===== config.mk =====
export PLATFORM = sky130hd
export DESIGN_NAME = pong_game_ctrl
export DESIGN_NICKNAME = d
export VERILOG_FILES = /design/src/rtl/pong_pkg.sv /design/src/rtl/button_edge.sv /design/src/rtl/pong_game_ctrl.sv
export SDC_FILE = /design/constraint.sdc
export NUM_CORES = 1
export LEC_CHECK = 0
export ABC_AREA = 1
export CORE_MARGIN = 2
export CORE_UTILIZATION = 52
export CTS_CLUSTER_DIAMETER = 100
export DETAILED_ROUTE_END_ITERATION = 10
export PLACE_DENSITY = 0.9
export RECOVER_POWER = 50
export SYNTH_ARGS = -nofsm -noshare
export SYNTH_HDL_FRONTEND = slang
export SYNTH_SLANG_ARGS = --single-unit

===== constraint.sdc =====
create_clock -name i_clk -period 1.8 [get_ports i_clk]
set_clock_uncertainty 0.15 [all_clocks]
set_input_delay 0.27 -clock i_clk [delete_from_list [all_inputs] [get_ports i_clk]]
set_output_delay 0.27 -clock i_clk [all_outputs]
set_load 0.1 [all_outputs]

===== src/rtl/pong_pkg.sv =====
// Shared Pong definitions: FSM state encodings and default board, paddle,
// score and serve constants.
package pong_pkg;

    localparam int unsigned C_GAME_WIDTH    = 40;
    localparam int unsigned C_GAME_HEIGHT   = 30;
    localparam int unsigned C_PADDLE_HEIGHT = 6;
    localparam int unsigned C_SCORE_LIMIT   = 9;
    localparam int unsigned C_SERVE_FRAMES  = 60;

    localparam int unsigned TILE_W  = 6;
    localparam int unsigned SCORE_W = 4;
    localparam int unsigned STATE_W = 3;

    typedef enum logic [STATE_W-1:0] {
        ST_IDLE    = 3'b000,
        ST_RUNNING = 3'b001,
        ST_P1_WINS = 3'b010,
        ST_P2_WINS = 3'b011,
        ST_CLEANUP = 3'b100
    } state_e;

endpackage


===== src/rtl/button_edge.sv =====
// Registered rising-edge detector for a synchronous button level.
// Ports: i_clk, i_rst (async active-high), i_btn level in, o_rise one-cycle
// registered pulse on each low-to-high transition of i_btn.
module button_edge (
    input  logic i_clk,
    input  logic i_rst,
    input  logic i_btn,
    output logic o_rise
);

    logic level_q;
    logic rise_q;

    // level_q resets high so a button already held through reset must be
    // seen low before it can produce an event.
    always_ff @(posedge i_clk or posedge i_rst) begin
        if (i_rst) begin
            level_q <= 1'b1;
            rise_q  <= 1'b0;
        end else begin
            level_q <= i_btn;
            rise_q  <= i_btn & ~level_q;
        end
    end

    assign o_rise = rise_q;

endmodule


===== src/rtl/pong_game_ctrl.sv =====
// Pong game controller: start handling, miss detection, scoring, win and
// serve-delay sequencing.
// Ports: i_clk, i_rst (async active-high), i_game_start level,
// i_frame_tick pulse, ball and paddle tile positions in; o_game_active,
// scores, win flags and FSM state out (all registered).
module pong_game_ctrl
    import pong_pkg::*;
#(
    parameter int unsigned c_game_width    = C_GAME_WIDTH,
    parameter int unsigned c_game_height   = C_GAME_HEIGHT,
    parameter int unsigned c_paddle_height = C_PADDLE_HEIGHT,
    parameter int unsigned c_score_limit   = C_SCORE_LIMIT,
    parameter int unsigned c_serve_frames  = C_SERVE_FRAMES
) (
    input  logic               i_clk,
    input  logic               i_rst,
    input  logic               i_game_start,
    input  logic               i_frame_tick,
    input  logic [TILE_W-1:0]  i_ball_x,
    input  logic [TILE_W-1:0]  i_ball_y,
    input  logic [TILE_W-1:0]  i_paddle_y_p1,
    input  logic [TILE_W-1:0]  i_paddle_y_p2,
    output logic               o_game_active,
    output logic [SCORE_W-1:0] o_p1_score,
    output logic [SCORE_W-1:0] o_p2_score,
    output logic               o_p1_wins,
    output logic               o_p2_wins,
    output logic [STATE_W-1:0] o_state
);

    localparam int unsigned ROW_W = TILE_W + 1;
    localparam int unsigned CNT_W = 6;

    logic               start_evt;
    state_e             state_q, state_d;
    logic [SCORE_W-1:0] p1_score_q, p1_score_d;
    logic [SCORE_W-1:0] p2_score_q, p2_score_d;
    logic [SCORE_W-1:0] score_inc_c;
    logic [CNT_W-1:0]   frame_cnt_q, frame_cnt_d;
    logic               p1_miss_c, p2_miss_c;
    logic               p1_miss_q, p2_miss_q;
    logic               game_active_q, p1_wins_q, p2_wins_q;

    button_edge u_start_edge (
        .i_clk  (i_clk),
        .i_rst  (i_rst),
        .i_btn  (i_game_start),
        .o_rise (start_evt)
    );

    // Row test uses a 7-bit paddle bottom so paddles near row 63 don't wrap.
    always_comb begin
        p1_miss_c = (i_ball_x == TILE_W'(0)) &&
                    (({1'b0, i_ball_y} < {1'b0, i_paddle_y_p1}) ||
                     ({1'b0, i_ball_y} > ({1'b0, i_paddle_y_p1} +
                                          ROW_W'(c_paddle_height) - ROW_W'(1))));
        p2_miss_c = (i_ball_x == TILE_W'(c_game_width - 1)) &&
                    (({1'b0, i_ball_y} < {1'b0, i_paddle_y_p2}) ||
                     ({1'b0, i_ball_y} > ({1'b0, i_paddle_y_p2} +
                                          ROW_W'(c_paddle_height) - ROW_W'(1))));
    end

    // State register, miss pipeline and registered outputs.
    always_ff @(posedge i_clk or posedge i_rst) begin
        if (i_rst) begin
            state_q       <= ST_IDLE;
            p1_score_q    <= '0;
            p2_score_q    <= '0;
            frame_cnt_q   <= '0;
            p1_miss_q     <= 1'b0;
            p2_miss_q     <= 1'b0;
            game_active_q <= 1'b0;
            p1_wins_q     <= 1'b0;
            p2_wins_q     <= 1'b0;
        end else begin
            state_q       <= state_d;
            p1_score_q    <= p1_score_d;
            p2_score_q    <= p2_score_d;
            frame_cnt_q   <= frame_cnt_d;
            p1_miss_q     <= p1_miss_c;
            p2_miss_q     <= p2_miss_c;
            game_active_q <= (state_d == ST_RUNNING);
            p1_wins_q     <= (state_d == ST_P1_WINS);
            p2_wins_q     <= (state_d == ST_P2_WINS);
        end
    end

    // Next-state, scoring and serve counter.
    always_comb begin
        state_d     = state_q;
        p1_score_d  = p1_score_q;
        p2_score_d  = p2_score_q;
        frame_cnt_d = '0;
        score_inc_c = '0;

        unique case (state_q)
            ST_IDLE: begin
                if (start_evt) state_d = ST_RUNNING;
            end
            ST_RUNNING: begin
                // P1 miss wins the tie; scores saturate at the limit.
                if (p1_miss_q) begin
                    score_inc_c = (p2_score_q < SCORE_W'(c_score_limit)) ?
                                  p2_score_q + SCORE_W'(1) : p2_score_q;
                    p2_score_d  = score_inc_c;
                    state_d     = (score_inc_c == SCORE_W'(c_score_limit)) ?
                                  ST_P2_WINS : ST_CLEANUP;
                end else if (p2_miss_q) begin
                    score_inc_c = (p1_score_q < SCORE_W'(c_score_limit)) ?
                                  p1_score_q + SCORE_W'(1) : p1_score_q;
                    p1_score_d  = score_inc_c;
                    state_d     = (score_inc_c == SCORE_W'(c_score_limit)) ?
                                  ST_P1_WINS : ST_CLEANUP;
                end
            end
            ST_CLEANUP: begin
                frame_cnt_d = frame_cnt_q;
                if (i_frame_tick) begin
                    if (frame_cnt_q + CNT_W'(1) == CNT_W'(c_serve_frames)) begin
                        frame_cnt_d = '0;
                        state_d     = ST_IDLE;
                    end else begin
                        frame_cnt_d = frame_cnt_q + CNT_W'(1);
                    end
                end
            end
            ST_P1_WINS, ST_P2_WINS: begin
                if (start_evt) begin
                    p1_score_d = '0;
                    p2_score_d = '0;
                    state_d    = ST_CLEANUP;
                end
            end
            default: state_d = ST_IDLE;
        endcase
    end

    assign o_game_active = game_active_q;
    assign o_p1_score    = p1_score_q;
    assign o_p2_score    = p2_score_q;
    assign o_p1_wins     = p1_wins_q;
    assign o_p2_wins     = p2_wins_q;
    assign o_state       = state_q;

endmodule


==> results summary <==
Setup repair after global routing could not meet its margin everywhere. The count of hold-fix buffers inserted at cts came out at 0. The highest metal layer carrying signal wires in the routed design is met4. The power dissipated by switching net loads came out at 0.000492 W. The number of H-tree branching levels is 1. Counting the buffers created by CTS gives 3. The count of synthesis-stage warnings from yosys is 0. The cell area after placement came out at 2900 sq um. Clock-pin slew was measured on the worst setup and hold paths at 90 ps. The clock network burns 29.3% of the power.

Across every metal layer, demand over resource in global routing totals 25.3%. The first TritonRoute pass finished after 5 iterations. For this block, wires on met1 add up to 2250 um. The height of the die is 66.8 um. The overall die area came out at 4460 sq um. The synthesized flop and latch total came out at 24. The max-slew violation count is 0. Yosys attributes the largest share of cell area to sky130_fd_sc_hd__dfrtp_1 28%, sky130_fd_sc_hd__ha_1 19%, sky130_fd_sc_hd__nand2_1 8.4%.

The fraction of power consumed by combinational cells came out at 31.0%. The critical path is of the flop to flop type. The number of hold violations in the final report came out at 0. The final non-filler cell area is 3160 sq um. TritonCTS built the clock tree. The met2 wire length came out at 3170 um. The number of design-rule violations left by the first detailed-router iteration came out at 125. The biggest area contributor in the post-synthesis netlist is sky130_fd_sc_hd__dfrtp_1.

The source-to-sink clock delay at the later pin of the worst-skew pair is 270 ps. In the post-synthesis netlist, the cell with the most instances is sky130_fd_sc_hd__nand2_1. The fmax came out at 548 MHz.

The share of the synthesized area in the top cell type came out at 28.1%. The number of nets in the synthesized netlist came out at 325. The clock period minus final worst setup slack came out at 1830 ps. The number of nets in the finished design is 404.

The number of standard cells after synthesis is 266. The post-synthesis sequential area ratio is 29.4%. The fraction of power consumed by sequential logic came out at 39.8%. The total via count after detailed routing is 2,172. The number of diodes added for antenna fixing is 0. The number of distinct library cells after synthesis came out at 32. A synthesized cell averages 7.70 sq um. The region available for standard cell placement spans 3720 sq um. The tree is rooted in a sky130_fd_sc_hd__clkbuf_8.

The end-of-flow core utilization came out at 84.9%. The analysis attributes to cell leakage a power of 1.53 nW. STA classifies the critical path endpoint as a flop. Setup violations remaining at the end of the flow were counted as 3. For this run, the leading register cell type out of synthesis is sky130_fd_sc_hd__dfrtp_1.

The via count normalized by instance count is 5.54. The switching part of the total power came out at 30.1%. The worst-case clock buffer depth came out at 2.

For the pin with the worst max-slew slack, the measured transition is 595 ps. The remaining antenna violation count came out at 0. The design internal power is 0.00114 W. The mean routed wirelength per cell is 14.9 um. The number of I/O port buffers is 41. For this run, design rule violations remaining after detail routing come to 0. Relative to the synthesized area, the layout overhead comes to 54.1%. The worst endpoint required time came out at 1850 ps. The period utilization came out at 101%. The initial antenna violation count is 0.

The fraction of final layout cells sized beyond drive strength 1 came out at 38.7%. The final reports fail on setup timing. Detailed routing placed a total of 268 um of wire on met3. Counting every sink on the clock net gives 24. The total detailed-routing wirelength came out at 5820 um.

The max-capacitance violation count came out at 0. The first global-routing pass estimated 8590 um of wire. STA classifies the critical path startpoint as a flop. Headroom to the max-slew limit came out at 60.3%. The leftover overflow at the end of global routing came out at 0.

The power per cell area is 518 nW/um^2. The number of placed I/O pins came out at 42. The largest net degree at the start of global routing is 25. In this run the worst hold path is classified as flop to flop. The final weighted congestion in routability-driven placement is 0.805.

The worst setup slack after layout is -26.4 ps. The number of enable flip-flop cells after synthesis came out at 0. Sorting the synthesized cells by how often they occur yields 46 x sky130_fd_sc_hd__nand2_1, 38 x sky130_fd_sc_hd__inv_1, 31 x sky130_fd_sc_hd__ha_1. The number of global-route vias before repair is 2,095. The pre-CTS worst setup slack came out at -661 ps.

The run finished, with violations left. At the worst endpoint, the arrival time is 1880 ps. Summed over all nets, the half-perimeter wirelength after detailed placement is 4180 um. The cell area that synthesis handed to floorplanning was 2050 sq um.

The die is 66.8 um wide. The placement row count is 22. The worst vdd rail ir drop is 0.302 mV. The share of flip-flops with an asynchronous set or reset came out at 100%. The initial cell density of the core came out at 55.1%.

The maximum net fanout on the critical path came out at 3.
## worst paths after layout
kind / from / to / slack [ps] / cells past startpoint
max: o_p2_score[0] / o_p2_wins / -30 / 12
min: u_start_edge.level_q / u_start_edge.o_rise / 340 / 1
max reg2reg: o_p2_score[0] / o_p2_wins / -30 / 12
min reg2reg: u_start_edge.level_q / u_start_edge.o_rise / 340 / 1
max in group asynchronous: i_rst / o_state[0] / 620 / 3
min in group asynchronous: i_rst / o_p2_wins / 440 / 3
## logic make-up (layout without fill, tap and decap cells)
logic type	count (synthesis)	count (layout)	synth area share [%]
xor+xnor	11	11	4.70
simple gates	116	116	27.6
compound gates	40	40	11.4
fa+ha+maj	31	31	18.9
buf+inv	44	122	8.06
flops	24	24	29.4
## repair_timing
action	4_1_cts	5_1_grt
pin swaps	14	20
gates resized for setup	26	40
setup endpoints to repair	4	7
gates cloned	0	0
setup buffers	4	6
## power groups by stage
stage	Sequential, W	Clock [W]	Combinational [W]
2_1_floorplan	0.000655	0	0.000279
3_3_place_gp	0.000655	0	0.000449
3_5_place_dp	0.000660	0	0.000472
4_1_cts	0.000649	0.000470	0.000491
5_1_grt	0.000657	0.000501	0.000565
6_report	0.000650	0.000478	0.000507
## layout make-up
type,count,area (sq um)
clock inverters,1,30.0
inverters,44,173
flip-flops and latches,24,628
clock buffers,3,41.3
repair buffers,74,757
fillers,193,559
multi-input cells,198,1470
well taps,48,60.1
## critical path: stages, from the launching register on
cell and delay (ps):
sky130_fd_sc_hd__dfrtp_4 510, sky130_fd_sc_hd__inv_4 80, sky130_fd_sc_hd__ha_4 140, sky130_fd_sc_hd__nand2_4 60, sky130_fd_sc_hd__nand3_1 90, sky130_fd_sc_hd__nand2_2 90
sky130_fd_sc_hd__nor2_4 120, sky130_fd_sc_hd__nand2_2 90, sky130_fd_sc_hd__nand2_2 100, sky130_fd_sc_hd__nand3_2 70, sky130_fd_sc_hd__nand2_2 100, sky130_fd_sc_hd__inv_2 50
sky130_fd_sc_hd__a21oi_2 100
## metrics by stage
step / cells / total power (W) / hold slack [ps] / TNS [ps]
3_5_place_dp: 378 / 0.00113 / 319 / -1290
3_3_place_gp: 378 / 0.00110 / 315 / -1050
2_1_floorplan: 266 / 0.000934 / 124 / -167
5_1_grt: 392 / 0.00172 / 350 / -447
4_1_cts: 386 / 0.00161 / 216 / -40.1
6_report: 392 / 0.00163 / 340 / -44.3
## metal layers
| layer | up-vias | global-route usage, % |
|---|---|---|
| li1 | 1040 | - |
| met5 | - | 0 |
| met1 | 1010 | 26.1 |
| met3 | 21 | 2.03 |
| met2 | 101 | 50.0 |
| met4 | 0 | 13.0 |
## registers in the layout, summed over array words and instances (netlist names)
signal,cells
frame_cnt_q,6
o_game_active,1
o_p1_score,4
o_p1_wins,1
o_p2_score,4
o_p2_wins,1
o_state,3
p1_miss_q,1
p2_miss_q,1
u_start_edge.level_q,1
u_start_edge.o_rise,1
## cell usage in the layout (no fill, tap or decap), drive strengths merged, types with 2 or more instances in the layout
master | Yosys | final
a21oi | 12 | 12
buf | 0 | 45
clkbuf | 0 | 9
clkdlybuf4s50 | 0 | 14
dfrtp | 23 | 23
dlygate4sd2 | 0 | 5
dlygate4sd3 | 0 | 2
ha | 31 | 31
inv | 44 | 44
nand2 | 56 | 56
nand3 | 24 | 24
nand4 | 4 | 4
nor2 | 23 | 23
nor3 | 3 | 3
o21ai | 17 | 17
o221ai | 3 | 3
o22ai | 5 | 5
or2 | 2 | 2
xor2 | 10 | 10
No activity file was read; power rests on OpenSTA's default activity.
==> variant, RTL diff (same settings) <==
`CNT_W`: 6 -> 12.
--- a/src/rtl/pong_game_ctrl.sv
+++ b/src/rtl/pong_game_ctrl.sv
@@ -29,7 +29,7 @@
 );
 
     localparam int unsigned ROW_W = TILE_W + 1;
-    localparam int unsigned CNT_W = 6;
+    localparam int unsigned CNT_W = 12;
 
     logic               start_evt;
     state_e             state_q, state_d;
Check against the original RTL: no difference found for any inputs over 10 cycles, from zero or initial values and one cycle with i_rst high; that may be too few to reach the edited logic, so the function may still have changed.
==> variant against the unedited design <==
- the flow still finishes with violations (setup timing)
- setup slack got worse by 0.066 ns
- sequential share of layout area is 1.4 points higher
- wire length is 32% higher
- synthesized area up 19%
- cell area is 16% higher
- sequential cell count grew 6
- total power increased by 27%
- critical endpoint is now frame_cnt_q[5]
==> variant: results (changes against the unedited design) <==
Placed design:
- The number of placed cells counting well taps is 463 (was 378).
- The post-placement worst setup slack came to -0.6673 ns (was -0.6610 ns).

Hold path:
- The type of the most critical hold path is primary input to asynchronous set/reset pin (was register to register).

Run status:
- Violated checks: setup timing (unchanged).
- Result of the run: finished, violations left (unchanged).

Drt:
- The routed wire length on met2 is 4096 um (was 3165 um).
- The met1 layer wirelength in the final routing was 2997 um (was 2248 um).

Layout:
- The flip-flop count of the largest register, all copies and words added came to 12 (was 6).
- The final net count came to 486 (was 404).
- The fraction of final layout cells sized beyond drive strength 1 is 32.24% (was 38.66%).

Timing:
- The final worst-path setup slack was -0.09286 ns (was -0.02645 ns).
- The final setup violation count is 10 (was 3).
- The transition time at the pin with the least slew margin is 0.5322 ns (was 0.5951 ns).
- The worst hold slack after final layout was 0.2330 ns (was 0.3400 ns).

Synth:
- The area fraction in compound gates after synthesis is 10.35% (was 11.36%).
- The average size of a mapped cell is 7.201 sq um (was 7.700 sq um).
- The number of distinct standard cells referenced by the synthesized netlist is 30 (was 32).

Power and ir drop:
- The power spent charging and discharging nets is 0.0007205 W (was 0.0004916 W).

Worst setup path:
- The end of the worst register-to-register path is frame_cnt_q[5] (was o_p2_wins).
- The largest fanout on the critical path is 6 (was 3).

Global routing:
- The global-route wire length before repair is 11780 um (was 8590 um).
- The total routing resource utilization after global routing is 28.48% (was 25.35%).
- The met1 capacity usage during global routing is 32.54% (was 26.14%).

Clock tree:
- The maximum level of the CTS H-tree is 2 (was 1).
- The number of gates given a new drive strength after cts was 28 (was 26).
- The clock latency on the worst-skew pair was 0.29 ns (was 0.27 ns).
==> variant: cell count changes in the layout (fill, tap and decap cells not counted), sizes merged, moves of 5 or more <==
| cell | unedited run | this run |
|---|---|---|
| buf | 45 | 53 |
| dfrtp | 23 | 29 |
| inv | 44 | 60 |
| nand2 | 56 | 83 |
| nand3 | 24 | 29 |
| nand4 | 4 | 9 |
| nor2 | 23 | 37 |
==> variant: final cells by class <==
class	instances	area (sq um)
clock buffers	8	80.08
well taps	52	65.06
multi-input cells	249	1658
inverters	60	235.2
repair buffers	81	834.6
flip-flops and latches	30	775.7
fillers	227	795.8
==> variant: kinds of logic after synthesis <==
group | count (synthesis)
xor gates and xnor gates | 11
and+or+nand+nor | 164
DFF | 30
buffers and inverters | 60
AOI/OAI and AO/OA | 43
adders and majority gates | 31
==> variant: how the worst max path moves through the flow <==
stage	slack (ns)	to	cells past startpoint
after floorplan	-0.05	o_p1_wins	11
after detailed placement	-0.67	p2_miss_q	12
final	-0.09	frame_cnt_q[5]	12
after global routing	-0.21	frame_cnt_q[5]	9
after CTS	-0.06	p2_miss_q	11
after global placement	-0.54	p2_miss_q	12
==> variant: critical path: stages (launching register included) <==
cell and delay (ns):
sky130_fd_sc_hd__dfrtp_1 0.40, sky130_fd_sc_hd__ha_2 0.21, sky130_fd_sc_hd__nand2_2 0.08, sky130_fd_sc_hd__nor2_4 0.18, sky130_fd_sc_hd__nand2_2 0.08, sky130_fd_sc_hd__nand2_2 0.08
sky130_fd_sc_hd__nand2_2 0.07, sky130_fd_sc_hd__nor2_2 0.11, sky130_fd_sc_hd__nand3_2 0.09, sky130_fd_sc_hd__nor2_4 0.13, sky130_fd_sc_hd__inv_2 0.08, sky130_fd_sc_hd__nand3b_1 0.08
sky130_fd_sc_hd__nand2_1 0.05
